==> config.mk <==
export PLATFORM = sky130hd
export DESIGN_NAME = mem_port_arbiter
export DESIGN_NICKNAME = d
export VERILOG_FILES = /design/src/rtl/mem_port_arbiter.sv
export SDC_FILE = /design/constraint.sdc
export NUM_CORES = 1
export LEC_CHECK = 0
export ABC_AREA = 1
export BUFFER_PORTS_ARGS = -buffer_cell sky130_fd_sc_hd__buf_4
export CAP_MARGIN = 25
export CELL_PAD_IN_SITES_DETAIL_PLACEMENT = 1
export CELL_PAD_IN_SITES_GLOBAL_PLACEMENT = 1
export CORE_MARGIN = 2
export CORE_UTILIZATION = 34
export DETAILED_ROUTE_END_ITERATION = 10
export GPL_ROUTABILITY_DRIVEN = 1
export PLACE_DENSITY_LB_ADDON = 0.1
export SKIP_CTS_REPAIR_TIMING = 1
export SKIP_LAST_GASP = 1
export SLEW_MARGIN = 20
export SYNTH_ARGS = -nofsm -noshare
export SYNTH_HDL_FRONTEND = slang
export SYNTH_SLANG_ARGS = --single-unit
==> constraint.sdc <==
create_clock -name clk_i -period 1.5 [get_ports clk_i]
set_input_delay 0.375 -clock clk_i [delete_from_list [all_inputs] [get_ports clk_i]]
set_output_delay 0.375 -clock clk_i [all_outputs]
set_load 0.01 [all_outputs]
==> src/rtl/mem_port_arbiter.sv <==
// Arbitrates one single-ported memory between instruction fetch and load/store,
// one transaction in flight; data wins unless fetch has waited STARVE_LIMIT grants.
module mem_port_arbiter #(
    parameter int unsigned STARVE_LIMIT = 4
) (
    input  logic        clk_i,
    input  logic        reset_n_i,
    input  logic        if_req_i,
    input  logic [31:0] if_addr_i,
    output logic        if_ack_o,
    output logic [31:0] if_rdata_o,
    input  logic        dm_req_i,
    input  logic        dm_we_i,
    input  logic [3:0]  dm_be_i,
    input  logic [31:0] dm_addr_i,
    input  logic [31:0] dm_wdata_i,
    output logic        dm_ack_o,
    output logic [31:0] dm_rdata_o,
    output logic        mem_req_o,
    output logic        mem_we_o,
    output logic [3:0]  mem_be_o,
    output logic [31:0] mem_addr_o,
    output logic [31:0] mem_wdata_o,
    input  logic        mem_gnt_i,
    input  logic        mem_rvalid_i,
    input  logic [31:0] mem_rdata_i
);

    localparam int CW = $clog2(STARVE_LIMIT + 1);

    typedef enum logic [1:0] {S_IDLE, S_REQ, S_WAIT, S_RESP} state_e;
    typedef enum logic {OWN_FETCH, OWN_DATA} owner_e;

    state_e          state_q, state_d;
    owner_e          owner_q, owner_d;
    logic [CW-1:0]   starve_q, starve_d;
    logic            we_q, we_d;
    logic [3:0]      be_q, be_d;
    logic [31:0]     addr_q, addr_d;
    logic [31:0]     wdata_q, wdata_d;
    logic [31:0]     if_rdata_q, if_rdata_d;
    logic [31:0]     dm_rdata_q, dm_rdata_d;
    logic            fetch_starved;

    assign fetch_starved = (starve_q == CW'(STARVE_LIMIT));

    always_comb begin
        state_d    = state_q;
        owner_d    = owner_q;
        starve_d   = starve_q;
        we_d       = we_q;
        be_d       = be_q;
        addr_d     = addr_q;
        wdata_d    = wdata_q;
        if_rdata_d = if_rdata_q;
        dm_rdata_d = dm_rdata_q;
        unique case (state_q)
            S_IDLE: begin
                if (dm_req_i && !(if_req_i && fetch_starved)) begin
                    owner_d  = OWN_DATA;
                    we_d     = dm_we_i;
                    be_d     = dm_we_i ? dm_be_i : 4'hF;
                    addr_d   = dm_addr_i;
                    wdata_d  = dm_we_i ? dm_wdata_i : 32'h0;
                    // Count only data wins that actually made fetch wait.
                    if (!if_req_i)
                        starve_d = '0;
                    else if (!fetch_starved)
                        starve_d = starve_q + CW'(1);
                    state_d  = S_REQ;
                end else if (if_req_i) begin
                    owner_d  = OWN_FETCH;
                    we_d     = 1'b0;
                    be_d     = 4'hF;
                    addr_d   = if_addr_i;
                    wdata_d  = 32'h0;
                    starve_d = '0;
                    state_d  = S_REQ;
                end
            end
            S_REQ: begin
                if (mem_gnt_i)
                    state_d = S_WAIT;
            end
            S_WAIT: begin
                if (mem_rvalid_i) begin
                    if (owner_q == OWN_FETCH)
                        if_rdata_d = mem_rdata_i;
                    else
                        dm_rdata_d = mem_rdata_i;
                    state_d = S_RESP;
                end
            end
            S_RESP: state_d = S_IDLE;
            default: state_d = S_IDLE;
        endcase
    end

    always_ff @(posedge clk_i or negedge reset_n_i) begin
        if (!reset_n_i) begin
            state_q    <= S_IDLE;
            owner_q    <= OWN_FETCH;
            starve_q   <= '0;
            we_q       <= 1'b0;
            be_q       <= 4'h0;
            addr_q     <= 32'h0;
            wdata_q    <= 32'h0;
            if_rdata_q <= 32'h0;
            dm_rdata_q <= 32'h0;
        end else begin
            state_q    <= state_d;
            owner_q    <= owner_d;
            starve_q   <= starve_d;
            we_q       <= we_d;
            be_q       <= be_d;
            addr_q     <= addr_d;
            wdata_q    <= wdata_d;
            if_rdata_q <= if_rdata_d;
            dm_rdata_q <= dm_rdata_d;
        end
    end

    assign mem_req_o   = (state_q == S_REQ);
    assign mem_we_o    = we_q;
    assign mem_be_o    = be_q;
    assign mem_addr_o  = addr_q;
    assign mem_wdata_o = wdata_q;
    assign if_ack_o    = (state_q == S_RESP) && (owner_q == OWN_FETCH);
    assign dm_ack_o    = (state_q == S_RESP) && (owner_q == OWN_DATA);
    assign if_rdata_o  = if_rdata_q;
    assign dm_rdata_o  = dm_rdata_q;

endmodule

* After elaboration in Yosys (flattened, before gate mapping)
Index checks and enable logic that the tools add are counted.
** Storage, ports and cells
- Flip-flop bits (word level) :: 139
- Latch bits :: 0
- RAM bits :: 0
- ROM bits :: 0
- Bits of input ports :: 139
- Output and inout port bits :: 136
- Logic and storage cells :: 51
- Memories kept :: 0
** Cells by class
- $add $sub $neg :: 1
- $mul :: 0
- Div/mod/pow operators :: 0
- Order comparisons :: 0
- Equal/unequal tests :: 8
- Shifts and indexed selects :: 0
- Muxes and demuxes :: 20
- Bitwise operators :: 1
- Reduce and logical (&&, ||, !) cells :: 12
** Operators with widths (count)
- $mux 32 :: 5
- $mux 3 :: 4
- $mux 4 :: 3
- $reduce_and 3->1 :: 4
- $mux 2 :: 4
- $pmux 2 s4 :: 1
- $ne 3x3->1 const B :: 2
- $eq 2x2->1 const B :: 2
- $logic_and 1x1->1 :: 4
- $add 3x1->3 const B :: 1
- $eq 3x3->1 const B :: 1
- $mux 1 :: 3
- $eq 2x1->1 const B :: 1
- $logic_not 2->1 :: 1
- $ne 2x1->1 const B :: 1
- $ne 2x2->1 const B :: 1
- $reduce_and 2->1 :: 1
- $reduce_bool 2->1 :: 1
- $logic_not 1->1 :: 1
- $not 1->1 :: 1

* Depth between registers and ports, before layout
- Word-level depth :: 6
- Mapped depth :: 8

* Worst setup path after synthesis
No wires, ideal clock.
- Path kind :: register to register
- Start point :: register state_q[0]
- End point :: register dm_rdata_q[10] (netlist: dm_rdata_o[10])
- Library setup time :: 0.130 ns
- Arrival time :: 1.254 ns
- Required time :: 1.370 ns
- Path slack :: 0.116 ns
- Cell stages (with the launch flop) :: 7
- Buffers on the path :: 1
- Clock period less this slack :: 1.384 ns
- Cell sequence :: dfrtp_1 > inv_1 > ha_1 > nand3_1 > clkbuf_1 > nand2_1 > o21ai_0
** Between the ends
- Longest elaborated chain between the ends :: 2
** Ends and longest elaborated chain
- start, declared :: RTL line 34 : state_e state_q, state_d;
- start signal, assigned :: RTL line 111 : state_q <= state_d;
- $eq 2x2->1 :: RTL line 57 : unique case (state_q)
- $reduce_and 3->1 (no line)
- end signal, assigned :: RTL line 119 : dm_rdata_q <= dm_rdata_d;
- end, declared :: RTL line 42 : logic [31:0] dm_rdata_q, dm_rdata_d;
Every way passes these cells.
A chain may end at the register's enable or synchronous reset.

* Final worst setup path
- Start point :: register state_q[0]
- End point :: output port mem_req_o
** Between the ends
- Longest elaborated chain between the ends :: 1
** Ends and longest elaborated chain
- $eq 2x1->1 :: RTL line 123 : assign mem_req_o = (state_q == S_REQ);
- end, declared :: RTL line 19 : output logic mem_req_o,
Every way passes these cells.

==> impl_metrics.yaml <==
worst_setup_path:
  required_ps: 1120
  crit_slowest_cell: "dfrtp_1"
  max_stage_delay_ps: 390
  worstPathArrival_ps: 1320
  critPathTopFamily: "flip-flops"
  r2r-end: "dm_rdata_o[30]$_DFFE_PN0P_"
  r2r_start: "state_q[0]$_DFFE_PN0P_"
  cp-startpoint: "state_q[0]$_DFFE_PN0P_"
  start_kind: "register"
  ff2ff_path_depth: 6
  r2r_slack_ps: 60
  crit_cells: 3
  endpoint: "mem_req_o"
  crit_chain: "buf_6 -> ha_1 -> buf_4"
  crit_buf_inv: 2
  cp_max_fo: 3
  critPathCaptureType: "primary output"
  crit_type: "register to primary output"
power_and_ir_drop:
  ir_worst_vdd_uv: 876
  p_leak_nw: 5.19
  power_density_nw_per_um2: 1910
place:
  dpl.hpwl_mm: 13.7
  place_congestion: 0.783
  portBuffers: 274
  placed_cell_area_um2: 8760
  dp_cells: 1251
sta:
  worst_slack_ps: -194
  final-hold-violation-count: 0
  fmax_ghz: 0.590
  period_needed_ps: 1690
  rsz0062_at_grt: "yes"
  slew_violations: 0
  fin_tns_setup_ps: -570
  setup_violations: 3
  hold_ws_ps: 237
  period_share_pct: 113
  slew_headroom_pct: 74.4
  fin_skew_ps: 10.4
  worstMarginPinSlew_ps: 384
clocking:
  root_buffer: "clkbuf_16"
  cts_tree: "built"
  htreeDepth: 4
  clk_pin_slew_worst_paths_ps: 60
  numCtsBuffers: 17
  clockBufferDepth: 2
  clk_latency_ps: 420
  clkSinkCount: 139
global_routing:
  grt_max_degree: 90
  grt.overflow.total: 0
  track_usage_pct: 19.8
  grt_pass1_wl_mm: 31.3
  grt_pass1_vias: 6130
  antenna_found_initial: 0
job:
  cap_violations: 0
synthesis:
  ys_types: 20
  synth_top_cell_area_share_pct: 54.7
  seq_area_frac_synth_pct: 54.7
  synth-seq-cells: 139
  synth_nets: 916
  avgSynthCellArea_um2: 8.26
  syn_inst: 770
  yosysWarningCount: 0
  ys_top_cells_by_area: "dfrtp_1 55%, nand2_1 15%, o21ai_0 8.3%"
  synth_area_um2: 6360
  yosysTopAreaCell: "dfrtp_1"
layout:
  diodes: 0
  fin_area_um2: 9500
  drive_above_1_share_pct: 32.6
  regArea_um2: 3480
  instances_no_fill: 1287
  fillers: 2242
  postLayoutCoreUtil_pct: 51.3
  multi_input_area_um2: 2270
  nets: 1186
  area_growth_pct: 49.4
floorplanning:
  start_util_pct: 34.3
  fp-row-count: 50
  die-area_um2: 19800
  die_h_um: 141
  ios: 275
  die-width_um: 141
  coreArea_um2: 18500
drt:
  vias: 6010
  drc: 0
  drt-total-wl_mm: 20.1
  wire_per_inst_um: 15.6
  routed_via_density: 4.67
  drt_iter0_drc: 199
  dr.pass1.iters: 4
  drtAntennaViolNets: 0
outcome:
  violations: "setup timing"
  status: "finished, violations left"
worst_hold_path:
  hold_start: "mem_rdata_i[4]"
  hp-class: "primary input to register"
  holdPathStages: 3
per-layer routing:
layer	vias to the layer above	track usage [%]	wire (µm)	part of all wire, %
li1	2936	-	-	-
met1	2877	25.2	8830	44
met2	178	32.7	9660	48
met3	19	5.81	1290	6.4
met4	0	6.00	286	1.4
met5	-	0	0	0
cells in the mapped netlist:
cell      count
nand3_1      67
buf_2        20
inv_1       109
or2_2         1
nor2_1        3
nand3b_1     32
nand2_1     251
inv_2         1
nand3_2       1
o21ai_4       1
o21ai_0     105
dfrtp_1     139
xnor2_1       1
nand2_2       1
clkbuf_1     15
ha_1          7
buf_4         6
buf_6         4
buf_1         3
nand4_1       3
flip-flops by register name (all words and copies together) (netlist names):
register / count
mem_be_o: 4
mem_addr_o: 32
starve_q: 3
state_q: 2
mem_we_o: 1
mem_wdata_o: 32
dm_rdata_o: 32
owner_q: 1
if_rdata_o: 32
worst min-delay path, cell delays in order:
cell and delay, ps:
buf_4 110, inv_1 50, o21ai_0 70
worst min-delay path by stage:
stage	to	slack [ps]
final	if_rdata_o[4]$_DFFE_PN0P_	240
after global routing	if_rdata_o[4]$_DFFE_PN0P_	240
after CTS	if_rdata_o[10]$_DFFE_PN0P_	-180
after detailed placement	if_rdata_o[10]$_DFFE_PN0P_	270
after global placement	if_rdata_o[10]$_DFFE_PN0P_	270
after floorplan	dm_rdata_o[0]$_DFFE_PN0P_	80
cell type report:
cell class              count  share of cell area (%)
flip-flops and latches    139                    36.6
repair buffers            299                    25.9
multi-input cells         473                    23.9
clock buffers              20                    4.70
inverters                 110                    4.35
well taps                 234                    3.08
clock inverters            12                    1.45
report_power, final:
| part | internal (mW) | switching, mW | leakage (nW) |
|---|---|---|---|
| Sequential | 5.45 | 1.01 | 1.76 |
| Clock | 2.51 | 1.67 | 0.281 |
| Combinational | 3.62 | 3.86 | 3.15 |
| Total | 11.6 | 6.55 | 5.19 |
cell families (layout without fill, tap and decap cells):
logic type / after synthesis / in the layout / share of synthesized area, %
and+or+nand+nor: 359 / 359 / 24.7
buffers and inverters: 158 / 441 / 10.5
DFF: 139 / 139 / 54.7
AOI/OAI and AO/OA: 106 / 106 / 8.52
adders and majority gates: 7 / 7 / 1.38
xor gates and xnor gates: 1 / 1 / 0.138
layout by cell type, fill, tap and decap left out, types with 3 or more instances in the layout:
master     instances
inv_2              4
nand4_1            3
clkbuf_16         20
o21ai_0          102
nand2_1          249
nand3_1           66
clkinv_4           3
buf_6              5
buf_4            279
ha_1               4
inv_1            106
buf_12            11
dfrtp_1          139
inv_6              3
nand3b_1          32
o21ai_1            3
metrics by stage:
stage / total power [mW] / setup slack, ps
3_3_place_gp: 13.5 / 71.0
2_1_floorplan: 9.67 / 116
6_report: 18.1 / -194
3_5_place_dp: 13.7 / 7.21
5_1_grt: 19.5 / -255
4_1_cts: 18.0 / -294
Power figures use the tool's default switching activity.
